--- src/rtl/in_rd_controller_fsm.sv ---
// Input-side read controller: moves one held frame from the FWFT input FIFO into the shared cache.
// Defining IN_RD_GNT_TIMEOUT_EN adds a grant timeout that discards the frame instead.
module in_rd_controller_fsm #(
   parameter int unsigned DATA_WIDTH     = 32,
   parameter int unsigned LEN_WIDTH      = 10,
   parameter int unsigned PORT_WIDTH     = 4,
   parameter int unsigned TIMEOUT_CYCLES = 1024
) (
   input  logic                  clk,
   input  logic                  rst,
   input  logic                  frame_done,
   input  logic [DATA_WIDTH-1:0] ctrl_data,
   output logic                  frame_ready,
   input  logic [DATA_WIDTH-1:0] fifo_dout,
   input  logic                  fifo_empty,
   output logic                  fifo_rd_en,
   output logic                  cache_req,
   output logic [PORT_WIDTH-1:0] cache_dest,
   output logic [LEN_WIDTH-1:0]  cache_len,
   input  logic                  cache_gnt,
   output logic                  cache_wr_valid,
   input  logic                  cache_wr_ready,
   output logic [DATA_WIDTH-1:0] cache_wr_data,
   output logic                  cache_wr_sop,
   output logic                  cache_wr_eop,
   output logic                  busy,
   output logic                  drop
);

   localparam int unsigned CTRL_W = LEN_WIDTH + PORT_WIDTH;

`ifdef IN_RD_GNT_TIMEOUT_EN
   localparam int unsigned TMR_W = $clog2(TIMEOUT_CYCLES + 1);
   typedef enum logic [2:0] {IDLE, LOAD, REQ, XFER, RELEASE, DROP} state_e;
`else
   typedef enum logic [2:0] {IDLE, LOAD, REQ, XFER, RELEASE} state_e;
`endif

   state_e                state_q, state_d;
   logic [DATA_WIDTH-1:0] ctrl_q, ctrl_d;
   logic [LEN_WIDTH-1:0]  cnt_q, cnt_d;
   logic [LEN_WIDTH-1:0]  len_c, len_m1_c;
`ifdef IN_RD_GNT_TIMEOUT_EN
   logic [TMR_W-1:0]      tmr_q, tmr_d;
`endif

   assign len_c      = ctrl_q[LEN_WIDTH-1:0];
   assign len_m1_c   = len_c - LEN_WIDTH'(1);
   assign cache_len  = len_c;
   assign cache_dest = ctrl_q[CTRL_W-1:LEN_WIDTH];
   assign busy       = (state_q != IDLE);

   // Control-word bits above the len/dest fields carry nothing for this block.
   if (DATA_WIDTH > CTRL_W) begin : g_ctrl_hi
      logic unused_ctrl_hi;
      assign unused_ctrl_hi = ^ctrl_q[DATA_WIDTH-1:CTRL_W];
   end

   always_ff @(posedge clk or posedge rst) begin
      if (rst) begin
         state_q <= IDLE;
         ctrl_q  <= '0;
         cnt_q   <= '0;
      end else begin
         state_q <= state_d;
         ctrl_q  <= ctrl_d;
         cnt_q   <= cnt_d;
      end
   end

`ifdef IN_RD_GNT_TIMEOUT_EN
   always_ff @(posedge clk or posedge rst) begin
      if (rst) tmr_q <= '0;
      else     tmr_q <= tmr_d;
   end
`endif

   always_comb begin
      state_d        = state_q;
      ctrl_d         = ctrl_q;
      cnt_d          = cnt_q;
`ifdef IN_RD_GNT_TIMEOUT_EN
      tmr_d          = tmr_q;
`endif
      frame_ready    = 1'b0;
      fifo_rd_en     = 1'b0;
      cache_req      = 1'b0;
      cache_wr_valid = 1'b0;
      cache_wr_data  = '0;
      cache_wr_sop   = 1'b0;
      cache_wr_eop   = 1'b0;
      drop           = 1'b0;

      case (state_q)
         IDLE: begin
            if (frame_done) state_d = LOAD;
         end
         LOAD: begin
            ctrl_d = ctrl_data;
            cnt_d  = '0;
`ifdef IN_RD_GNT_TIMEOUT_EN
            tmr_d  = '0;
`endif
            if (ctrl_data[LEN_WIDTH-1:0] == '0) state_d = RELEASE;
            else                                 state_d = REQ;
         end
         REQ: begin
            cache_req = 1'b1;
            if (cache_gnt) begin
               state_d = XFER;
`ifdef IN_RD_GNT_TIMEOUT_EN
            end else if (tmr_q == TMR_W'(TIMEOUT_CYCLES - 1)) begin
               state_d = DROP;
            end else begin
               tmr_d = tmr_q + TMR_W'(1);
`endif
            end
         end
         XFER: begin
            // Zero-cycle pass-through: the FIFO head is the cache word.
            cache_wr_valid = !fifo_empty;
            cache_wr_data  = fifo_dout;
            cache_wr_sop   = cache_wr_valid && (cnt_q == '0);
            cache_wr_eop   = cache_wr_valid && (cnt_q == len_m1_c);
            fifo_rd_en     = cache_wr_valid && cache_wr_ready;
            if (fifo_rd_en) begin
               cnt_d = cnt_q + LEN_WIDTH'(1);
               if (cache_wr_eop) state_d = RELEASE;
            end
         end
`ifdef IN_RD_GNT_TIMEOUT_EN
         DROP: begin
            // Drain exactly len words, then flag the discard one cycle later.
            if (cnt_q == len_c) begin
               drop    = 1'b1;
               state_d = RELEASE;
            end else begin
               fifo_rd_en = !fifo_empty;
               if (fifo_rd_en) cnt_d = cnt_q + LEN_WIDTH'(1);
            end
         end
`endif
         RELEASE: begin
            frame_ready = 1'b1;
            state_d     = IDLE;
         end
         default: state_d = IDLE;
      endcase
   end

endmodule
--- config.mk ---
export PLATFORM = sky130hd
export DESIGN_NAME = in_rd_controller_fsm
export DESIGN_NICKNAME = d
export VERILOG_FILES = /design/src/rtl/in_rd_controller_fsm.sv
export SDC_FILE = /design/constraint.sdc
export NUM_CORES = 1
export LEC_CHECK = 0
export ABC_AREA = 1
export CORE_UTILIZATION = 37
export CTS_BUF_LIST = sky130_fd_sc_hd__clkbuf_8 sky130_fd_sc_hd__clkbuf_16
export CTS_CLUSTER_DIAMETER = 60
export DETAILED_ROUTE_END_ITERATION = 10
export PLACE_DENSITY = 0.8
export SYNTH_ARGS = -nofsm -noshare
export SYNTH_HDL_FRONTEND = slang
export SYNTH_SLANG_ARGS = --single-unit
export TNS_END_PERCENT = 5
--- constraint.sdc ---
create_clock -name clk -period 1.9 [get_ports clk]
set_input_delay 0.475 -clock clk [delete_from_list [all_inputs] [get_ports clk]]
set_output_delay 0.475 -clock clk [all_outputs]
set_load 0.05 [all_outputs]
==> metrics.txt, run 1 <==
total power=5760 uW; Final ANT Viol Nets=0; GR Layer Usage met3=0.0463; post-synth design cell area=2010 um2; worst slack at placement=-0.167 ns; gr usage total=0.248; flop2flop setup slack=0.07 ns; Die Wd=75.7 um; CTS Hold Buffers Added=0; Final Net Count=520; final weighted congestion in routability-driven placement=0.824; Distinct cells, synth=33; TritonCTS buffer count=3; fraction of layout cells with a size suffix above 1=0.368; largest net degree at the start of global routing=33; clock tree sinks=27; IO Port Bufs=104; Site Rows=26; Starting Density=0.388; share of the synthesized area in the top cell type=0.337; Arrival @ worst endpoint=1.91 ns; Via Count=2432; final worst slack=-0.483 ns; crit path launch type=flip-flop; Clock Root Buffer=clkbuf_8; First DRT Iteration DRCs=89; Hold Path End=ctrl_q[11]; # diodes=0; crit path launch=ctrl_q[1]; dominant cells by area after synthesis=dfrtp_1 34%, nand2_1 15%, inv_1 12%, nor2_1 9.5%, o21ai_0 4.5%; syn nets=389; Hold Path Origin=ctrl_q[11]; maximum vdd drop=0.00108 V; final hold slack=0.503 ns; M1 GR Usage=0.278; R2R Path Start=ctrl_q[1]; Seq cells post-synth=27; Setup crit end kind=output port; Final Cycle Share=1.25; first-pass GRT wire length=10600 um; Mapped Avg Cell Area=6.35 um2; reg-to-reg critical path endpoint=state_q[0]; GRT busiest layer=met2; CTS Buffer Depth=2; grt total ovfl=0; max cap viols=0; clk_skew=0.000789 ns; unrepaired setup endpoints after global routing=yes; vias in the first global route=2370; # IOs=124; total of warnings raised by yosys=0; initial antenna violation count=0; fillers=346; Die ar.=5720 um2; Worst-path clk slew=0.09 ns; Critical Path Fanout Max=2; Max Fclk=420 MHz; crit-path cells=inv_2 -> ha_4 -> inv_2 -> nand2_2 -> nand2_1 -> nor2_1 -> nand2_1 -> nor2_1 -> nand3_1 -> nor2_2 -> and3_4 -> buf_12; Die Ht=75.7 um; Leak Pwr=0.00192 uW; pins over their slew limit=0; Skew-Pair Late Insertion Delay=0.27 ns; WL per Instance=13.4 um; outcome=complete, but fails checks; total core area=5170 um2; Worst R2R Path Depth=15; fin crit period=2.38 ns; met2 Use GR=0.447; hold path depth=2; drt pass-1 iters=4; Vias/cell=4.71; CTS tree=yes; Area Overhead vs Synth=94.9%; Final Hold Viols=0; Power Dens Cells=1470 nW/um2; critical path class=reg2out; failing checks=setup timing; synthesized instance count=316; DRC viols=0; slowest stage delay, CP=0.38 ns; final count of negative-setup-slack endpoints=35; Seq/Total Area, Yosys=0.337; worst hold-check path type=reg2reg; most area-hungry cell type in the Yosys netlist=dfrtp_1; WP data required=1.42 ns; Post-Route WL=6930 um; slowest CP cell=dfrtp_2; H-tree Lvls=1; DP HPWL=5450 um
==> state kept, by name, summed over array words and instances, names as in the netlist <==
register  cells
ctrl_q       14
state_q       3
cnt_q        10
==> layout by cell type, fill, tap and decap left out, drive strengths merged <==
master	count
a211oi	1
a21oi	5
and3	1
buf	82
clkbuf	3
clkdlybuf4s50	50
clkinv	3
conb	1
dfrtp	27
dlymetal6s2s	1
ha	3
inv	69
nand2	86
nand3	14
nand3b	1
nand4	3
nor2	61
nor3	3
nor3b	1
nor4	3
o21ai	21
o22ai	1
or2	1
xnor2	3
xor2	2
==> layout make-up <==
cell class	count	area, um2	area share
timing repair buffer	133	1630	0.416
multi-input combinational	211	1200	0.306
sequential	27	679	0.174
tap	70	87.6	0.0224
clock buffer	3	41.3	0.0106
clock inverter	1	3.75	0.000959
inverter	71	274	0.0700
==> through the flow <==
stage / utilization / setup TNS [ns] / cell area, um2 / instances
3_3_place_gp: 0.716 / -0.510 / 3710 / 511
4_1_cts: 0.742 / -4.04 / 3840 / 515
2_1_floorplan: - / -7.82 / 2030 / 316
6_report: 0.756 / -3.72 / 3910 / 516
5_1_grt: 0.756 / -6.76 / 3910 / 516
3_5_place_dp: 0.716 / -0.858 / 3710 / 511
==> cells in the mapped netlist <==
library cell   n
a21oi_2        1
nor2_2         6
o22ai_1        1
nand2_2        4
clkinv_1       3
nor2_1        51
conb_1         1
nand2_1       80
dfrtp_1       27
and3_1         1
inv_1         64
or2_2          1
clkbuf_1       4
ha_1           3
nor3_1         3
nand3_2        3
a211oi_1       1
a21oi_1        4
nor4_1         3
nor3b_1        1
nor2_4         4
xor2_1         2
xnor2_1        3
o21ai_0       18
buf_2          2
buf_4          1
inv_2          4
nand3b_1       1
nand2_4        2
o21ai_1        3
nand3_1       10
nand4_1        3
nand3_4        1
==> cell families after synthesis <==
family                   after synthesis  synth area share
XOR/XNOR                               5            0.0218
AO/OA/AOI/OAI                         28            0.0736
flip-flops                            27             0.337
AND/OR/NAND/NOR                      174             0.398
other                                  1           0.00187
adder cells (fa/ha/maj)                3            0.0187
buffers and inverters                 78             0.149
==> what timing repair did <==
action	4_1_cts	5_1_grt
buffers inserted	0	1
setup endpoints to repair	36	40
pin swaps	0	11
gates resized for setup	34	20
==> critical path, delay by kind of cell (launching register included) <==
family	cells	cell delay, ns
buf+inv	3	0.21
simple gates	8	0.78
fa+ha+maj	1	0.26
flops	1	0.38
==> where the power goes <==
group	switching [uW]	total (uW)	internal (uW)	leakage (uW)
sequential	210	983	773	0.000345
clock	175	320	145	0.0000269
combinational	2690	4460	1770	0.00155
==> worst max-delay path by stage <==
stage / end / slack (ns) / cells after the start
3_3_place_gp: cache_wr_eop / -0.15 / 12
5_1_grt: cache_wr_eop / -0.63 / 11
6_report: cache_wr_eop / -0.48 / 12
4_1_cts: cache_wr_eop / -0.48 / 12
2_1_floorplan: cache_wr_eop / -0.26 / 11
3_5_place_dp: cache_wr_eop / -0.17 / 12
==> metal layers <==
layer  vias up  routed length (um)  part of all wire
li1       1207                   -                 -
met1      1122                2470              0.36
met2        80                3830              0.55
met3        23                 368             0.053
met4         0                 265             0.038
met5         -                   0                 0
No activity file was read; power rests on OpenSTA's default activity.
==> inputs of run 2 (changes only) <==
--- a/config.mk
+++ b/config.mk
@@ -6,11 +6,12 @@
 export NUM_CORES = 1
 export LEC_CHECK = 0
 export ABC_AREA = 1
-export CORE_UTILIZATION = 37
+export CORE_UTILIZATION = 40
 export CTS_BUF_LIST = sky130_fd_sc_hd__clkbuf_8 sky130_fd_sc_hd__clkbuf_16
 export CTS_CLUSTER_DIAMETER = 60
 export DETAILED_ROUTE_END_ITERATION = 10
-export PLACE_DENSITY = 0.8
+export GPL_ROUTABILITY_DRIVEN = 0
+export PLACE_DENSITY = 0.86
 export SYNTH_ARGS = -nofsm -noshare
 export SYNTH_HDL_FRONTEND = slang
 export SYNTH_SLANG_ARGS = --single-unit
==> constraint.sdc (replaced) <==
create_clock -name clk -period 3 [get_ports clk]
set_input_delay 0.75 -clock clk [delete_from_list [all_inputs] [get_ports clk]]
set_output_delay 0.75 -clock clk [all_outputs]
set_load 0.05 [all_outputs]
==> run 2 against run 1 <==
  * The flow now finishes without violations
  * Critical path depth unchanged
  * Non-clock buffer count is 27 lower
  * Core utilization down 2.0 points
  * Cell count shrank 5.8%
  * Highest routed layer unchanged
  * Power shrank 44%
  * Via count fell by 8.8%
  * Global-route usage is 2.2 points lower
  * Largest power group unchanged
==> metrics.txt, run 2 (synthesis results as in run 1) <==
drt pass-1 iters=4 (unchanged); Flop pwr share=0.200 (+0.029); final count of negative-setup-slack endpoints=0 (-100%); most frequent cells in the layout=80 x nand2_1, 68 x clkdlybuf4s50_1, 65 x inv_1, 51 x nor2_1, 36 x buf_12; top flop regs=ctrl_q (14), cnt_q (10), state_q (3); WP data required=2.25 ns (+0.83 ns); commonest non-fill, non-tap cell in the layout=nand2_1; H-tree Lvls=1 (unchanged); largest net degree at the start of global routing=31 (-6.1%); crit path launch type=flip-flop; Starting Density=0.419 (+0.0313); Final Cycle Share=0.938; Top Family by Delay on Critical Path=simple AND/OR/NAND/NOR gates; switching share of power=0.547 (+0.0134); setup TNS=0 ns (+3.72 ns); initial antenna violation count=0 (unchanged); First DRT Iteration DRCs=58 (-35%); Die Ht=72.8 um (-3.7%); final hold slack=0.495 ns (-0.00715 ns); TritonCTS buffer count=3 (unchanged); Final Hold Viols=0 (unchanged); fin crit period=2.81 ns; clock tree sinks=27 (unchanged); WL per Instance=12.2 um (-9.2%); Max Fclk=355 MHz; outcome=completed; Final ANT Viol Nets=0 (unchanged); clk_skew=0.00196 ns (+0.00117 ns); crit-path cells=inv_2 -> ha_1 -> inv_1 -> nand2_1 -> nand2_1 -> nor2_1 -> nand2_1 -> nor2_1 -> nand3_1 -> nor2_2 -> and3_1 -> buf_12; switching pwr=1760 uW (-43%); cell mode on critical path=nand2_1; Power Dens Cells=914 nW/um2 (-38%); max reg flops=14 (unchanged); Die ar.=5300 um2 (-7.3%); fillers=349 (+0.87%); WP buf/inv=3 (unchanged); Post-Route WL=5930 um (-15%); worst hold-check path type=reg2reg; maximum vdd drop=0.00103 V (-4.5%); slowest CP cell=dfrtp_1; critical path class=reg2out; fraction of layout cells with a size suffix above 1=0.162 (-0.205); final worst slack=0.186 ns (+0.669 ns); Worst-path clk slew=0.09 ns (about the same); DP HPWL=5030 um (-7.8%); Power Internal=1460 uW (-46%); pins over their slew limit=0 (unchanged); # IOs=124 (unchanged); grt total ovfl=0 (unchanged); Final Net Count=493 (-5.2%); Post-CTS Repair Setup Buffers=0 (unchanged); max cap viols=0 (unchanged); DRC viols=0 (unchanged); Clock power frac=0.061 (+0.005); Area Overhead vs Synth=75.7%; Slew @ Worst Pin=0.516 ns; total core area=4790 um2 (-7.5%); vias in the first global route=2050 (-14%); Leak Pwr=0.00176 uW (-8.7%); Die Wd=72.8 um (-3.7%); IO Port Bufs=104 (unchanged); # diodes=0 (unchanged); slowest stage delay, CP=0.45 ns (+0.07 ns); Vias/cell=4.56 (-3.2%); Arrival @ worst endpoint=2.06 ns (+0.15 ns); CTS Hold Buffers Added=0 (unchanged); Setup crit end kind=output port; Reg with most FFs=ctrl_q; worst slack at placement=0.337 ns (+0.504 ns); gr usage total=0.226 (-0.0223); Clock Root Buffer=clkbuf_8; Site Rows=25 (-3.8%); Critical Path Fanout Max=5 (+3); first-pass GRT wire length=9370 um (-12%); Via Count=2218 (-8.8%); placed cell areas=3480 um2 (-6.1%); Skew-Pair Late Insertion Delay=0.26 ns (about the same); CTS tree=yes; final instance area=3530 um2 (-9.9%); post-cts sizing count=0 (-100%); Slew headroom=0.655; CTS Buffer Depth=2 (unchanged); combinational power share=0.739 (-0.035); unrepaired setup endpoints after global routing=no
-- run 2: worst register-to-register path, delay by kind of cell, from the launching register on --
| kind | cells | cell delay (ns) |
|---|---|---|
| flops | 1 | 0.45 |
| simple gates | 7 | 1.17 |
| compound gates | 2 | 0.23 |
-- run 2: area by class of cell --
cell class	count	area (um2)	share of cell area
timing repair buffer	106	1420	0.402
multi-input combinational	211	1040	0.295
sequential	27	676	0.192
inverter	71	267	0.0756
tap	67	83.8	0.0238
clock buffer	3	41.3	0.0117
clock inverter	1	3.75	0.00106
-- run 2: metrics by stage --
step	std cells	power, uW	util
CTS	486	3240	0.737
global placement	482	2970	0.727
finish	486	3220	0.737
global route	486	3430	0.737
detailed placement	482	3040	0.727
floorplan	316	2110	-
-- run 2: path summary, 6_finish.rpt --
check	depth (start not counted)	startpoint	slack, ns	to
setup / recovery	12	ctrl_q[0]	0.19	cache_wr_eop
hold reg to reg	2	ctrl_q[12]	0.50	ctrl_q[12]
min in group asynchronous	3	rst	0.82	ctrl_q[12]
hold / removal	2	ctrl_q[12]	0.50	ctrl_q[12]
setup reg to reg	9	state_q[2]	1.08	cnt_q[8]
max in group asynchronous	3	rst	1.92	state_q[0]
-- run 2: per-layer routing --
layer,GRT usage,up-vias,wire (um)
li1,-,1153,-
met3,0.0262,10,259
met4,0.0806,0,126
met2,0.437,64,3200
met1,0.253,991,2340
met5,0,-,0
-- run 2: power groups by stage --
stage | Combinational (uW) | Sequential, uW | Clock, uW
floorplan | 1180 | 929 | 0
finish | 2380 | 645 | 196
global placement | 2340 | 635 | 0
CTS | 2400 | 639 | 198
detailed placement | 2390 | 644 | 0
global route | 2560 | 655 | 216
